--- config.mk ---
export PLATFORM = sky130hd
export DESIGN_NAME = rob_tag_allocator_flat
export DESIGN_NICKNAME = d
export VERILOG_FILES = /design/src/rtl/rob_tag_allocator_if.sv /design/src/rtl/rob_tag_allocator.sv /design/src/flat_wrapper.sv
export SDC_FILE = /design/constraint.sdc
export NUM_CORES = 1
export LEC_CHECK = 0
export ABC_AREA = 1
export CAP_MARGIN = 10
export CORE_MARGIN = 3
export CORE_UTILIZATION = 56
export DETAILED_ROUTE_END_ITERATION = 6
export DONT_BUFFER_PORTS = 1
export GPL_ROUTABILITY_DRIVEN = 0
export MAX_ROUTING_LAYER = met4
export PLACE_DENSITY = 0.74
export SYNTH_ARGS = -nofsm -noshare
export SYNTH_HDL_FRONTEND = slang
export SYNTH_SLANG_ARGS = --single-unit
--- constraint.sdc ---
create_clock -name clk -period 2.5 [get_ports clk]
set_input_delay 0.5 -clock clk [delete_from_list [all_inputs] [get_ports clk]]
set_output_delay 0.5 -clock clk [all_outputs]
set_load 0.01 [all_outputs]
--- src/rtl/rob_tag_allocator_if.sv ---
// rtl/rob_tag_allocator_if.sv - dispatch-side bundle between producer and ROB tag allocator
interface rob_tag_allocator_if #(
    parameter int DATA_W = 32,
    parameter int ADDR_W = 5,
    parameter int TAG_W  = 5
);
    logic              in_valid;
    logic              in_ready;
    logic [DATA_W-1:0] in_dado;
    logic [ADDR_W-1:0] in_endereco;
    logic              retire;
    logic              flush;
    logic              out_valid;
    logic [DATA_W-1:0] out_dado;
    logic [ADDR_W-1:0] out_endereco;
    logic [TAG_W-1:0]  out_contador;
    logic [TAG_W:0]    occupancy;
    logic              err_underflow;

    // Producer / ROB side: drives entries, retire and flush, observes tags.
    modport master (
        output in_valid, in_dado, in_endereco, retire, flush,
        input  in_ready, out_valid, out_dado, out_endereco, out_contador,
               occupancy, err_underflow
    );

    // Allocator side.
    modport slave (
        input  in_valid, in_dado, in_endereco, retire, flush,
        output in_ready, out_valid, out_dado, out_endereco, out_contador,
               occupancy, err_underflow
    );
endinterface

--- src/rtl/rob_tag_allocator.sv ---
// rtl/rob_tag_allocator.sv - in-order ROB slot allocator with occupancy tracking and flush
module rob_tag_allocator #(
    parameter int DATA_W = 32,
    parameter int ADDR_W = 5,
    parameter int TAG_W  = 5
) (
    input logic                clk,
    input logic                rst,
    rob_tag_allocator_if.slave bus
);
    localparam int DEPTH = 2 ** TAG_W;
    localparam logic [TAG_W:0] FULL = (TAG_W + 1)'(DEPTH);

    typedef enum logic {S_RUN, S_FLUSH} state_t;

    state_t           state;
    state_t           state_nxt;
    logic [TAG_W-1:0] head;
    logic [TAG_W-1:0] tail;
    logic [TAG_W:0]   occ;
    logic             alloc;
    logic             do_retire;
    logic             underflow_hit;

    // Retire only counts in RUN and loses to a same-cycle flush.
    assign do_retire     = (state == S_RUN) && !bus.flush && bus.retire && (occ != '0);
    assign underflow_hit = (state == S_RUN) && !bus.flush && bus.retire && (occ == '0);
    // Writes to x0 complete the handshake but never take a slot.
    assign alloc         = bus.in_valid && bus.in_ready && (bus.in_endereco != ADDR_W'(0));
    assign bus.occupancy = occ;

    // State register.
    always_ff @(posedge clk) begin
        if (!rst) state <= S_RUN;
        else      state <= state_nxt;
    end

    // Next state: flush enters FLUSH, which always lasts exactly one cycle.
    always_comb begin
        state_nxt = state;
        case (state)
            S_RUN:   if (bus.flush) state_nxt = S_FLUSH;
            S_FLUSH: state_nxt = S_RUN;
            default: state_nxt = S_RUN;
        endcase
    end

    // Ready is purely from registered state and flush so a same-cycle retire cannot raise it.
    always_comb begin
        bus.in_ready = 1'b0;
        if (rst && (state == S_RUN) && (occ < FULL) && !bus.flush)
            bus.in_ready = 1'b1;
    end

    // Tag pointers, occupancy and the registered output entry.
    always_ff @(posedge clk) begin
        if (!rst) begin
            head             <= '0;
            tail             <= '0;
            occ              <= '0;
            bus.out_valid    <= 1'b0;
            bus.out_dado     <= DATA_W'(0);
            bus.out_endereco <= ADDR_W'(0);
            bus.out_contador <= '0;
        end else if (bus.flush) begin
            tail          <= head;
            occ           <= '0;
            bus.out_valid <= 1'b0;
        end else begin
            bus.out_valid <= alloc;
            if (alloc) begin
                bus.out_dado     <= bus.in_dado;
                bus.out_endereco <= bus.in_endereco;
                bus.out_contador <= tail;
                tail             <= tail + 1'b1;
            end
            if (do_retire)
                head <= head + 1'b1;
            case ({alloc, do_retire})
                2'b10:   occ <= occ + 1'b1;
                2'b01:   occ <= occ - 1'b1;
                default: occ <= occ;
            endcase
        end
    end

    // Sticky underflow flag, cleared only by reset.
    always_ff @(posedge clk) begin
        if (!rst)               bus.err_underflow <= 1'b0;
        else if (underflow_hit) bus.err_underflow <= 1'b1;
    end
endmodule

--- src/flat_wrapper.sv ---
// flat-port wrapper written by rule: the top's interface ports become plain ports
module rob_tag_allocator_flat 
#(
    parameter int DATA_W = 32,
    parameter int ADDR_W = 5,
    parameter int TAG_W  = 5
)
  (clk, rst, bus_in_valid, bus_in_dado, bus_in_endereco, bus_retire, bus_flush, bus_in_ready, bus_out_valid, bus_out_dado, bus_out_endereco, bus_out_contador, bus_occupancy, bus_err_underflow);
  rob_tag_allocator_if #(.DATA_W(DATA_W), .ADDR_W(ADDR_W), .TAG_W(TAG_W)) bus_i ();
  input logic clk;
  input logic rst;
  input wire logic [$bits(bus_i.in_valid)-1:0] bus_in_valid;
  input wire logic [$bits(bus_i.in_dado)-1:0] bus_in_dado;
  input wire logic [$bits(bus_i.in_endereco)-1:0] bus_in_endereco;
  input wire logic [$bits(bus_i.retire)-1:0] bus_retire;
  input wire logic [$bits(bus_i.flush)-1:0] bus_flush;
  output wire logic [$bits(bus_i.in_ready)-1:0] bus_in_ready;
  output wire logic [$bits(bus_i.out_valid)-1:0] bus_out_valid;
  output wire logic [$bits(bus_i.out_dado)-1:0] bus_out_dado;
  output wire logic [$bits(bus_i.out_endereco)-1:0] bus_out_endereco;
  output wire logic [$bits(bus_i.out_contador)-1:0] bus_out_contador;
  output wire logic [$bits(bus_i.occupancy)-1:0] bus_occupancy;
  output wire logic [$bits(bus_i.err_underflow)-1:0] bus_err_underflow;
  assign bus_i.in_valid = bus_in_valid;
  assign bus_i.in_dado = bus_in_dado;
  assign bus_i.in_endereco = bus_in_endereco;
  assign bus_i.retire = bus_retire;
  assign bus_i.flush = bus_flush;
  assign bus_in_ready = bus_i.in_ready;
  assign bus_out_valid = bus_i.out_valid;
  assign bus_out_dado = bus_i.out_dado;
  assign bus_out_endereco = bus_i.out_endereco;
  assign bus_out_contador = bus_i.out_contador;
  assign bus_occupancy = bus_i.occupancy;
  assign bus_err_underflow = bus_i.err_underflow;
  rob_tag_allocator #(.DATA_W(DATA_W), .ADDR_W(ADDR_W), .TAG_W(TAG_W)) u_core (.clk(clk), .rst(rst), .bus(bus_i));
endmodule
==> results of run 1 <==
==> registers in the layout, summed over array words and instances, names as in the netlist <==
name,count
u_core.bus.out_dado,32
u_core.bus.occupancy,6
u_core.bus.out_contador,5
u_core.bus.out_endereco,5
u_core.head,5
u_core.tail,5
u_core.bus.err_underflow,1
u_core.bus.out_valid,1
u_core.state,1
==> stage by stage <==
step	util (%)	cells	hold WS (ns)
after floorplan	-	331	0.453
after global placement	58.8	370	0.465
after detailed placement	58.8	370	0.472
after CTS	62.6	385	0.259
after global routing	62.7	385	0.268
final	62.7	385	0.274
==> final cells by class <==
class,instances,area share [%]
Clock buffer,10,5.01
Clock inverter,5,1.00
Inverter,24,3.78
Multi-Input combinational cell,229,42.3
Sequential cell,61,44.4
Tap cell,52,2.37
Timing Repair Buffer,4,1.09
==> logic make-up after synthesis <==
| kind of cell | synth area share (%) |
|---|---|
| flip-flops | 47.5 |
| adder cells (fa/ha/maj) | 1.95 |
| AO/OA/AOI/OAI | 14.3 |
| AND/OR/NAND/NOR | 25.4 |
| XOR/XNOR | 3.36 |
| buffers and inverters | 7.45 |
==> final timing paths <==
check	start	endpoint	slack (ns)	cells past startpoint
worst max-delay path	u_core.bus.occupancy[5]$_SDFFE_PP0P_	u_core.bus.occupancy[5]$_SDFFE_PP0P_	0.31	15
worst min-delay path	bus_flush	u_core.state$_SDFF_PP0_	0.27	2
worst max register to register	u_core.bus.occupancy[5]$_SDFFE_PP0P_	u_core.bus.occupancy[5]$_SDFFE_PP0P_	0.31	15
worst min register to register	u_core.tail[3]$_SDFFE_PN0P_	u_core.tail[3]$_SDFFE_PN0P_	0.48	2
==> per-layer routing <==
layer | wire length, um | track usage [%] | up-vias
li1 | - | - | 1060
met1 | 2200 | 22.6 | 910
met5 | 0 | - | -
met2 | 2340 | 30.2 | 69
met3 | 517 | 6.70 | 10
met4 | 114 | 11.5 | 0
==> worst register-to-register path, stage by stage, from the launching register on <==
cell	delay, ns
dfxtp_1	0.39
nor2_1	0.13
nand3_1	0.13
nand2_2	0.12
clkinv_2	0.14
ha_2	0.27
nand2_1	0.08
inv_1	0.07
nor2_2	0.19
nand4_1	0.13
nand3_1	0.14
nand2_1	0.09
nand3_1	0.07
nand3_1	0.07
nand2_1	0.06
inv_1	0.03
==> power by group <==
part           switching [mW]  internal (mW)
registers              0.0503           1.02
clock network           0.361          0.373
logic                  0.0929         0.0592
==> synthesized netlist by cell type (all sizes together) <==
master	count
clkinv	3
dfxtp	61
a211oi	1
xnor2	1
nand3	12
nand4	1
a22oi	2
clkbuf	7
nor4	1
o21ai	49
buf	10
nand2	27
a31oi	2
xor2	8
ha	4
o21bai	1
nand3b	1
nor3	5
inv	21
nor2	100
and3	1
a21oi	13
==> results.py, run 1 <==
metrics = {
    "worst_setup_path": {
        "path_delay_family": "simple AND/OR/NAND/NOR gates",
        "path_cells": "nor2_1, nand3_1, nand2_2, clkinv_2, ha_2, nand2_1, inv_1, nor2_2, nand4_1, nand3_1, nand2_1, nand3_1, nand3_1, nand2_1, inv_1",
        "startpoint_type": "flop",
        "cp_slowest_cell": "dfxtp_1",
        "crit_buf_inv": 3,
        "crit_path_end_kind": "flop",
        "slowest_delay_ns": 0.39,
        "crit_type": "reg2reg",
        "cpMostUsedCell": "nand3_1",
        "worstPathRequired_ns": 2.73,
        "worstPathMaxFanout": 8,
        "critical_path_arrival_ns": 2.43,
    },
    "die": {
        "core_area_sq_um": 4380,
        "std_cell_rows": 24,
        "fp.dieH_um": 73.7,
        "die-area_sq_um": 5440,
        "initial_utilization_pct": 58.6,
        "die_w_um": 73.7,
        "io_pins": 93,
    },
    "drt": {
        "dr_total_vias": 2049,
        "post-route-drc-count": 0,
        "viasPerCell": 5.32,
        "drtAntennaViolNets": 0,
        "drtPass1Iterations": 4,
        "wirelength_um": 5170,
        "wl_per_cell_um": 13.4,
        "initialDrtViolationCount": 86,
    },
    "timing": {
        "rsz0062_at_grt": "false",
        "min_period_ns": 2.19,
        "finalSetupViolCount": 0,
        "worst_slack_ns": 0.307,
        "fin_setup_tns_ns": 0,
        "drv_slew": 0,
        "finClkSkew_ns": 0.00610,
        "relSlewSlack_pct": 73.4,
        "tightest_slew_ns": 0.398,
        "clock.fmax_mhz": 456,
        "period_share_pct": 87.7,
        "finalHoldViolations": 0,
    },
    "final_layout": {
        "antenna_cells": 0,
        "fin_nets": 375,
        "drive_gt1_share_pct": 10.2,
        "nFillCells": 401,
        "multi_input_area_sq_um": 1160,
        "regArea_sq_um": 1220,
        "final_cell_mix": "nor2_1 (98), dfxtp_1 (61), o21ai_0 (46)",
        "syn_to_final_growth_pct": 6.91,
        "post-route-cell-area_sq_um": 2750,
        "layout.cells.most_common": "nor2_1",
    },
    "synthesis": {
        "ys_warn_count": 0,
        "syn-num-nets": 377,
        "synthDistinctLibCells": 39,
        "synth.cell_area_sq_um": 2570,
        "yosysTopAreaCell": "dfxtp_1",
        "yosysSeqAreaShare_pct": 47.5,
        "syn_inst": 331,
        "syn_avg_cell_area_sq_um": 7.76,
        "yosys_register_bits": 61,
        "synthTopCellsByArea": "dfxtp_1 (48%), nor2_1 (14%), o21ai_0 (9.0%), nand2_1 (3.5%), inv_1 (2.9%)",
        "synth_top_area_share_pct": 47.5,
    },
    "global_routing": {
        "grt_pass1_wl_um": 8070,
        "grt_pass1_vias": 1747,
        "antenna_found_initial": 0,
        "grt_use_total_pct": 19.8,
        "grt.overflow.total": 0,
        "grt_start_max_net_pins": 48,
    },
    "place": {
        "place_ws_ns": 0.176,
        "port_buffers": 0,
        "placed_area_sq_um": 2580,
        "dp_hpwl_um": 3570,
    },
    "clock_tree": {
        "h-tree-depth": 3,
        "cts.path.max_buffers": 2,
        "ctsHoldBuffers": 0,
        "clk_pin_slew_ns": 0.07,
        "numCtsBuffers": 9,
        "cts_root_buf": "clkbuf_8",
        "cts_tree": "yes",
        "cts_sinks": 61,
        "postCtsResizedCells": 0,
        "postCtsSetupBuffers": 0,
        "clk_latency_ns": 0.33,
    },
    "status": {
        "status": "completed",
    },
    "run": {
        "maxCapViolCount": 0,
    },
    "power": {
        "total_power_mw": 1.95,
        "ir_worst_vdd_mv": 0.389,
        "power.density_nw_per_um2": 710,
        "p_leak_nw": 1.13,
    },
    "min_path": {
        "holdCritPathClass": "in2reg",
    },
}
Note: power is estimated with default switching activity, not from simulation.
==> inputs of run 2 (changes only) <==
--- a/config.mk
+++ b/config.mk
@@ -9,6 +9,7 @@
 export CAP_MARGIN = 10
 export CORE_MARGIN = 3
 export CORE_UTILIZATION = 56
+export CTS_CLUSTER_SIZE = 20
 export DETAILED_ROUTE_END_ITERATION = 6
 export DONT_BUFFER_PORTS = 1
 export GPL_ROUTABILITY_DRIVEN = 0
==> results of run 2 <==
No change in the layout: final DEF, timing and power equal those of run 1.
==> inputs of run 3 (changes only) <==
--- a/config.mk
+++ b/config.mk
@@ -7,7 +7,6 @@
 export LEC_CHECK = 0
 export ABC_AREA = 1
 export CAP_MARGIN = 10
-export CORE_MARGIN = 3
 export CORE_UTILIZATION = 56
 export CTS_CLUSTER_SIZE = 20
 export DETAILED_ROUTE_END_ITERATION = 6
==> run 3 against run 2 <==
Die area is 11% lower. Flip-flop and latch count did not move. Maximum frequency shrank 4.2%.
==> results.py, run 3 (synthesis gave the netlist of run 1 again) <==
metrics = {
    "timing": {
        "rsz0062_at_grt": "false",
        "min_period_ns": 2.29,
        "finalHoldViolations": 0,
        "fin_setup_tns_ns": 0,
        "drv_slew": 0,
        "clock.fmax_mhz": 437,
        "relSlewSlack_pct": 73.6,
        "period_share_pct": 91.6,
        "tightest_slew_ns": 0.396,
        "finalSetupViolCount": 0,
        "finClkSkew_ns": 0.00745,
    },
    "place": {
        "port_buffers": 0,
        "dp_hpwl_um": 3530,
    },
    "worst_setup_path": {
        "cpMostUsedCell": "nand3_1",
        "worstPathMaxFanout": 8,
        "regToRegSetupSlack_ns": 0.21,
        "reg2reg_from": "u_core.bus.occupancy[5]$_SDFFE_PP0P_",
        "worstPathRequired_ns": 2.73,
        "r2r_end": "u_core.bus.occupancy[5]$_SDFFE_PP0P_",
        "crit_buf_inv": 3,
        "path_delay_family": "simple AND/OR/NAND/NOR gates",
        "crit_type": "reg2reg",
        "r2r_cells": 15,
        "critical_path_arrival_ns": 2.52,
        "crit_path_end_kind": "flop",
        "cp_slowest_cell": "dfxtp_1",
        "startpoint_type": "flop",
        "path_cells": "nor2_1, nand3_1, nand2_2, clkinv_2, ha_2, nand2_1, inv_1, nor2_2, nand4_1, nand3_1, nand2_1, nand3_1, nand3_1, nand2_1, inv_1",
        "slowest_delay_ns": 0.39,
    },
    "clock_tree": {
        "clk_pin_slew_ns": 0.07,
        "cts.path.max_buffers": 2,
        "cts_sinks": 61,
        "ctsHoldBuffers": 0,
        "cts_tree": "yes",
        "cts_root_buf": "clkbuf_8",
        "numCtsBuffers": 9,
        "clk_latency_ns": 0.33,
        "h-tree-depth": 3,
    },
    "drt": {
        "drtAntennaViolNets": 0,
        "viasPerCell": 5.40,
        "dr_total_vias": 2083,
        "drtPass1Iterations": 4,
        "wl_per_cell_um": 13.5,
        "post-route-drc-count": 0,
        "wirelength_um": 5230,
        "initialDrtViolationCount": 112,
    },
    "global_routing": {
        "antenna_found_initial": 0,
        "grt.overflow.total": 0,
        "grt_start_max_net_pins": 48,
        "grt_use_total_pct": 22.0,
        "grt_pass1_wl_um": 8180,
        "grt_pass1_vias": 1831,
    },
    "die": {
        "die-area_sq_um": 4860,
        "io_pins": 93,
        "fp.dieH_um": 69.7,
        "die_w_um": 69.7,
        "std_cell_rows": 24,
        "initial_utilization_pct": 58.6,
        "core_area_sq_um": 4380,
    },
    "power": {
        "p_leak_nw": 1.14,
        "ir_worst_vdd_mv": 0.403,
        "total_power_mw": 2.16,
        "power.density_nw_per_um2": 771,
    },
    "min_path": {
        "worstHoldEndpoint": "u_core.state$_SDFF_PP0_",
        "hold_depth": 2,
        "min_from": "bus_flush",
        "holdCritPathClass": "in2reg",
    },
    "final_layout": {
        "layout.cells.most_common": "nor2_1",
        "largest_register": "u_core.bus.out_dado",
        "final_cell_mix": "nor2_1 (98), dfxtp_1 (61), o21ai_0 (46)",
        "antenna_cells": 0,
        "drive_gt1_share_pct": 10.2,
        "syn_to_final_growth_pct": 8.86,
        "fin_nets": 375,
        "largest_reg_flops": 32,
    },
    "status": {
        "status": "completed",
    },
    "run": {
        "maxCapViolCount": 0,
    },
}
==> run 3: cell count changes in the layout (fill, tap and decap cells not counted) <==
cell        delta
clkbuf_8       -1
clkbuf_1       +1
bufinv_16      +2
clkinv_2       -3
clkinvlp_4     +2
==> run 3: cell type report <==
type,instances,area [sq um]
Clock buffer,10,128
Clock inverter,6,87.6
Fill cell,388,1590
Inverter,24,104
Multi-Input combinational cell,229,1160
Sequential cell,61,1220
Tap cell,52,65.1
Timing Repair Buffer,4,30.0
==> run 3: timing repair <==
action | in CTS | in global routing
buffers inserted | 0 | 0
resized for setup | 0 | 2
endpoints found under the setup margin | 0 | 2
==> run 3: per-layer routing <==
layer / GRT usage, % / vias to the layer above / wire length (um)
met5: - / - / 0
met4: 12.0 / 0 / 88
met3: 7.56 / 10 / 442
met2: 33.5 / 78 / 2390
met1: 25.5 / 936 / 2300
li1: - / 1059 / -
==> run 3: stage by stage <==
| step | instances | setup slack, ns | hold WS [ns] | utilization (%) | cell area (sq um) |
|---|---|---|---|---|---|
| floorplan | 331 | 0.0747 | 0.453 | - | 2570 |
| global placement | 370 | 0.246 | 0.465 | 58.8 | 2580 |
| detailed placement | 370 | 0.110 | 0.481 | 58.8 | 2580 |
| CTS | 386 | 0.0717 | 0.269 | 63.7 | 2790 |
| global route | 386 | 0.0281 | 0.272 | 63.8 | 2800 |
| finish | 386 | 0.211 | 0.281 | 63.8 | 2800 |
==> run 3: worst max-delay path by stage <==
stage	end	depth (start not counted)	slack, ns	start
after floorplan	u_core.bus.occupancy[5]$_SDFFE_PP0P_	18	0.07	bus_flush
after global placement	u_core.bus.occupancy[5]$_SDFFE_PP0P_	15	0.25	u_core.bus.occupancy[5]$_SDFFE_PP0P_
after detailed placement	u_core.bus.occupancy[5]$_SDFFE_PP0P_	15	0.11	u_core.bus.occupancy[5]$_SDFFE_PP0P_
final	u_core.bus.occupancy[5]$_SDFFE_PP0P_	15	0.21	u_core.bus.occupancy[5]$_SDFFE_PP0P_
after CTS	u_core.bus.occupancy[5]$_SDFFE_PP0P_	15	0.07	u_core.bus.occupancy[5]$_SDFFE_PP0P_
after global routing	u_core.bus.occupancy[5]$_SDFFE_PP0P_	15	0.03	u_core.bus.occupancy[5]$_SDFFE_PP0P_
==> run 3: power breakdown <==
part	leakage (nW)	internal [mW]	switching, mW	total (mW)
Combinational	0.545	0.0593	0.0950	0.154
Clock	0.0985	0.559	0.377	0.936
Sequential	0.496	1.02	0.0503	1.07
